===== src/rtl/fir_sample_history.sv =====
// Multichannel circular sample history for a time-multiplexed FIR MAC.
// Each accepted sample is stored, then the channel's full history streams out newest first.
module fir_sample_history #(
  parameter int unsigned N    = 8,
  parameter int unsigned TAPS = 32,
  parameter int unsigned CH   = 1,
  localparam int unsigned AW  = $clog2(TAPS),
  localparam int unsigned CW  = (CH > 1) ? $clog2(CH) : 1
) (
  input  logic          clk,
  input  logic          rst,
  input  logic          clr,
  input  logic          in_valid,
  output logic          in_ready,
  input  logic [CW-1:0] in_ch,
  input  logic [N-1:0]  in_data,
  output logic          out_valid,
  output logic [N-1:0]  out_data,
  output logic [AW-1:0] out_tap,
  output logic [CW-1:0] out_ch,
  output logic          out_last,
  output logic          err
);

  localparam int unsigned Depth = CH * TAPS;
  localparam int unsigned RAW   = $clog2(Depth);

  localparam logic [AW-1:0]  LastTap  = AW'(TAPS - 1);
  localparam logic [AW-1:0]  TapsMod  = AW'(TAPS);
  localparam logic [RAW-1:0] LastAddr = RAW'(Depth - 1);

  typedef enum logic [1:0] {StClear, StIdle, StStream} state_e;

  state_e state_q, state_d;

  logic [N-1:0]   mem [Depth];
  logic [AW-1:0]  wp_q [CH];
  logic [RAW-1:0] clr_addr_q;
  logic [CW-1:0]  ch_q;
  logic [AW-1:0]  base_q;
  logic [AW-1:0]  k_q;
  logic [N-1:0]   rd_q;
  logic           out_valid_q, out_last_q, err_q;
  logic [AW-1:0]  out_tap_q;
  logic [CW-1:0]  out_ch_q;

  logic           flush, ch_ok, accept, push, rd_en, wr_en;
  logic [CW-1:0]  wr_ch;
  logic [AW-1:0]  wp_cur, wp_next, rd_idx;
  logic [RAW-1:0] rd_addr, wr_addr;
  logic [N-1:0]   wr_data;

  assign flush    = rst | clr;
  assign in_ready = (state_q == StIdle);
  assign ch_ok    = 32'(in_ch) < CH;
  // Clamp so an out-of-range channel never indexes past the pointer array.
  assign wr_ch    = ch_ok ? in_ch : '0;
  assign accept   = !flush && in_valid && in_ready;
  assign push     = accept && ch_ok;
  assign wp_cur   = wp_q[wr_ch];
  assign wp_next  = (wp_cur == LastTap) ? '0 : wp_cur + 1'b1;

  // Modular (base - k) for any TAPS; the truncated TapsMod still wraps correctly.
  assign rd_idx  = (base_q >= k_q) ? base_q - k_q : base_q + TapsMod - k_q;
  assign rd_addr = RAW'(32'(ch_q) * TAPS + 32'(rd_idx));
  assign rd_en   = (state_q == StStream) && !flush;

  assign wr_en   = (state_q == StClear) || push;
  assign wr_addr = (state_q == StClear) ? clr_addr_q : RAW'(32'(wr_ch) * TAPS + 32'(wp_cur));
  assign wr_data = (state_q == StClear) ? '0 : in_data;

  always_comb begin
    state_d = state_q;
    case (state_q)
      StClear:  if (clr_addr_q == LastAddr) state_d = StIdle;
      StIdle:   if (push) state_d = StStream;
      StStream: if (k_q == LastTap) state_d = StIdle;
      default:  state_d = StClear;
    endcase
    if (flush) state_d = StClear;
  end

  always_ff @(posedge clk) begin
    if (rst) state_q <= StClear;
    else     state_q <= state_d;
  end

  always_ff @(posedge clk) begin
    if (wr_en) mem[wr_addr] <= wr_data;
  end

  always_ff @(posedge clk) begin
    if (flush)      rd_q <= '0;
    else if (rd_en) rd_q <= mem[rd_addr];
  end

  always_ff @(posedge clk) begin
    if (flush) begin
      clr_addr_q  <= '0;
      ch_q        <= '0;
      base_q      <= '0;
      k_q         <= '0;
      out_valid_q <= 1'b0;
      out_last_q  <= 1'b0;
      out_tap_q   <= '0;
      out_ch_q    <= '0;
      err_q       <= 1'b0;
      for (int i = 0; i < int'(CH); i++) wp_q[i] <= '0;
    end else begin
      if (state_q == StClear) clr_addr_q <= clr_addr_q + 1'b1;
      if (push) begin
        wp_q[wr_ch] <= wp_next;
        ch_q        <= in_ch;
        base_q      <= wp_cur;
        k_q         <= '0;
      end else if (state_q == StStream) begin
        k_q <= k_q + 1'b1;
      end
      out_valid_q <= rd_en;
      out_last_q  <= rd_en && (k_q == LastTap);
      err_q       <= accept && !ch_ok;
      if (rd_en) begin
        out_tap_q <= k_q;
        out_ch_q  <= ch_q;
      end
    end
  end

  assign out_valid = out_valid_q;
  assign out_data  = rd_q;
  assign out_tap   = out_tap_q;
  assign out_ch    = out_ch_q;
  assign out_last  = out_last_q;
  assign err       = err_q;

endmodule


===== config.mk =====
export PLATFORM = sky130hd
export DESIGN_NAME = fir_sample_history
export DESIGN_NICKNAME = d
export VERILOG_FILES = /design/src/rtl/fir_sample_history.sv
export SDC_FILE = /design/constraint.sdc
export NUM_CORES = 1
export LEC_CHECK = 0
export CORE_MARGIN = 1.5
export CORE_UTILIZATION = 65
export CTS_CLUSTER_SIZE = 20
export DETAILED_ROUTE_END_ITERATION = 10
export MAX_ROUTING_LAYER = met4
export PLACE_DENSITY = 0.85
export SKIP_CTS_REPAIR_TIMING = 1
export SLEW_MARGIN = 20
export SYNTH_ARGS = -nofsm -noshare
export SYNTH_HDL_FRONTEND = slang
export SYNTH_SLANG_ARGS = --single-unit

===== constraint.sdc =====
create_clock -name clk -period 6.4 [get_ports clk]
set_input_delay 1.92 -clock clk [delete_from_list [all_inputs] [get_ports clk]]
set_output_delay 1.92 -clock clk [all_outputs]
set_load 0.01 [all_outputs]

==> flow_summary.json <==
{
  "drt_pass1_iterations": 6,
  "p_per_area_nw_per_um2": 279,
  "slew_violations": 0,
  "portBuffers": 30,
  "clkTransAtPathRegs_ns": 0.06,
  "ys_seq_area_share_pct": 72.5,
  "crit_fanout": 21,
  "timing.slew.headroom_pct": 29.0,
  "p_switching_w": 0.000701,
  "finalHoldViolations": 0,
  "timing.final.crit_share_pct": 73.1,
  "min_path_type": "register to register",
  "timing.final.crit_period_ns": 4.68,
  "synth-seq-cells": 296,
  "layout-drive-gt1-share_pct": 18.9,
  "tightest_slew_ns": 1.06,
  "swShare_pct": 19.0,
  "setup.worst_path.end_class": "register",
  "critPathLaunchType": "primary input",
  "core_um2": 17800,
  "cts_max_path_buffers": 3,
  "wl_um": 27300,
  "power_frac_comb_pct": 1.1,
  "grt_overflow": 0,
  "grt_pass1_vias": 6198,
  "wire_per_inst_um": 29.1,
  "post-place-cells": 888,
  "critPathKind": "primary input to register",
  "ys.warnings.count": 0,
  "track_usage_pct": 31.2,
  "start_util_pct": 66.0,
  "io_pins": 31,
  "final_common_cell": "edfxtp_1",
  "leakage_nw": 4.40,
  "top_usage_layer": "met2",
  "max-cap-violations": 0,
  "grtUsageMet1_pct": 41.8,
  "worstPathArrival_ns": 4.84,
  "met2_usage_pct": 47.4,
  "synth_top_area_share_pct": 66.5,
  "cts_tree": "built",
  "antenna-diode-count": 0,
  "cts_buffers": 27,
  "final_area_um2": 13200,
  "drc": 0,
  "n_fill_cell": 935,
  "routed_via_density": 6.79,
  "rsz0062_at_grt": "false",
  "synth_nets": 673,
  "netlist-cell-type-count": 37,
  "die_area_um2": 18900,
  "pwr-share-clk_pct": 42.4,
  "avgSynthCellArea_um2": 18.1,
  "final_cell_mix": "edfxtp_1, mux4_2, nand2_1, nor2_1, dfxtp_1",
  "row_count": 49,
  "peakVddDrop_mv": 0.365,
  "synth.largest_area_cell": "edfxtp_1",
  "p_int_w": 0.00299,
  "final_net_count": 712,
  "place_area_um2": 12400,
  "cts.htree.levels": 1,
  "clock_latency_ns": 0.54,
  "dp.final_hpwl_um": 16600,
  "seqPwrFrac_pct": 56.5,
  "grt_max_degree": 65,
  "cts_root_buffer": "clkbuf_16",
  "required_ns": 6.56,
  "ant_nets": 0,
  "area_growth_pct": 12.3,
  "antenna_found_initial": 0,
  "max_freq_ghz": 0.214,
  "vias": 6365,
  "synth_cells": 649,
  "grt_first_pass_wirelength_um": 39400,
  "fin_setup_tns_ns": 0,
  "netlist_top_cells_area": "edfxtp_1, mux4_2, dfxtp_1, mux2_2, nor2_1",
  "instances_no_fill": 938,
  "status": "finished clean",
  "die_x_um": 138,
  "drtIter0Drc": 767,
  "setup_viol": 0,
  "syn_area_um2": 11800,
  "fin_worst_skew_ns": 0.0142,
  "grt_use_met3_pct": 6.40,
  "gp_congestion": 0.919,
  "chipHeight_um": 138,
  "clock-sinks": 296
}
cells by family after synthesis:
family,after synthesis,share of synthesized area [%]
muxes,98,15.5
and+or+nand+nor,136,5.19
buffers and inverters,35,1.47
adders and majority gates,11,1.23
xor gates and xnor gates,12,0.956
DFF,296,72.5
AOI/OAI and AO/OA,61,3.17
flip-flops by register name, summed over array words and instances, names as in the netlist, 2 cells and up:
signal      count
state_q         2
mem           256
k_q             5
out_tap         5
base_q          5
wp_q            5
clr_addr_q      5
out_data        8
power groups by stage:
stage | Combinational, W | Sequential (W) | Clock, W
5_1_grt | 0.0000420 | 0.00209 | 0.00165
4_1_cts | 0.0000392 | 0.00209 | 0.00158
6_report | 0.0000401 | 0.00209 | 0.00157
2_1_floorplan | 0.0000197 | 0.00212 | 0
3_5_place_dp | 0.0000386 | 0.00213 | 0
3_3_place_gp | 0.0000369 | 0.00213 | 0
final timing paths:
kind	slack, ns	cells after the start	endpoint	start
worst max-delay path	1.72	7	mem[25][6]$_DFFE_PP_	clr
worst min register to register	0.45	2	out_ch$_SDFFE_PP0P_	out_ch$_SDFFE_PP0P_
worst min-delay path	0.45	2	out_ch$_SDFFE_PP0P_	out_ch$_SDFFE_PP0P_
worst max register to register	3.12	7	out_data[5]$_SDFFE_PP0P_	base_q[0]$_SDFFE_PP0P_
synthesized netlist by cell type:
cell type and n:
a21oi_1 28, a221oi_1 8, a22oi_1 1, a31oi_1 2, and2b_1 1, and3_1 6, buf_1 1, buf_2 3
buf_4 2, buf_6 4, clkbuf_1 19, dfxtp_1 35, edfxtp_1 261, fa_1 1, ha_1 10, inv_1 6
mux2_2 17, mux2i_1 17, mux4_1 6, mux4_2 58, nand2_1 47, nand2b_1 6, nand3_1 2, nand3b_1 3
nand4_1 1, nor2_1 48, nor2b_1 10, nor3_1 6, nor3b_1 3, o21ai_0 13, o22a_1 8, o31ai_1 1
or2_2 1, or3_1 2, xnor2_1 6, xor2_1 5, xor2_2 1
routing by layer:
metal  vias up  wire [um]
li1       2645          -
met1      3177       9990
met2       461      13400
met3        82       2810
met4         0       1070
met5         -          0
critical path, stage by stage:
cell and delay [ns]:
clkdlybuf4s50_1 0.41, or2_2 0.48, or3_1 0.59, nor3b_1 0.32, a31oi_1 0.25, buf_4 0.32, nor2_1 0.54
cell type report:
| cell class | instances | area [um2] | area share (%) |
|---|---|---|---|
| flip-flops and latches | 296 | 8540 | 64.6 |
| multi-input cells | 318 | 3160 | 23.9 |
| clock buffers | 32 | 694 | 5.25 |
| inverters | 6 | 22.5 | 0.170 |
| clock inverters | 18 | 159 | 1.20 |
| repair buffers | 39 | 368 | 2.78 |
| well taps | 229 | 287 | 2.17 |
per-stage QoR:
stage / setup slack [ns] / hold slack (ns) / utilization [%] / power [W]
floorplan: 2.62 / 0.427 / - / 0.00214
global placement: 1.46 / 0.444 / 69.3 / 0.00216
detailed placement: 1.27 / 0.448 / 69.3 / 0.00217
CTS: 1.78 / 0.459 / 74.1 / 0.00370
global route: 1.53 / 0.483 / 74.1 / 0.00377
finish: 1.72 / 0.455 / 74.1 / 0.00369
Note: power is estimated with default switching activity, not from simulation.
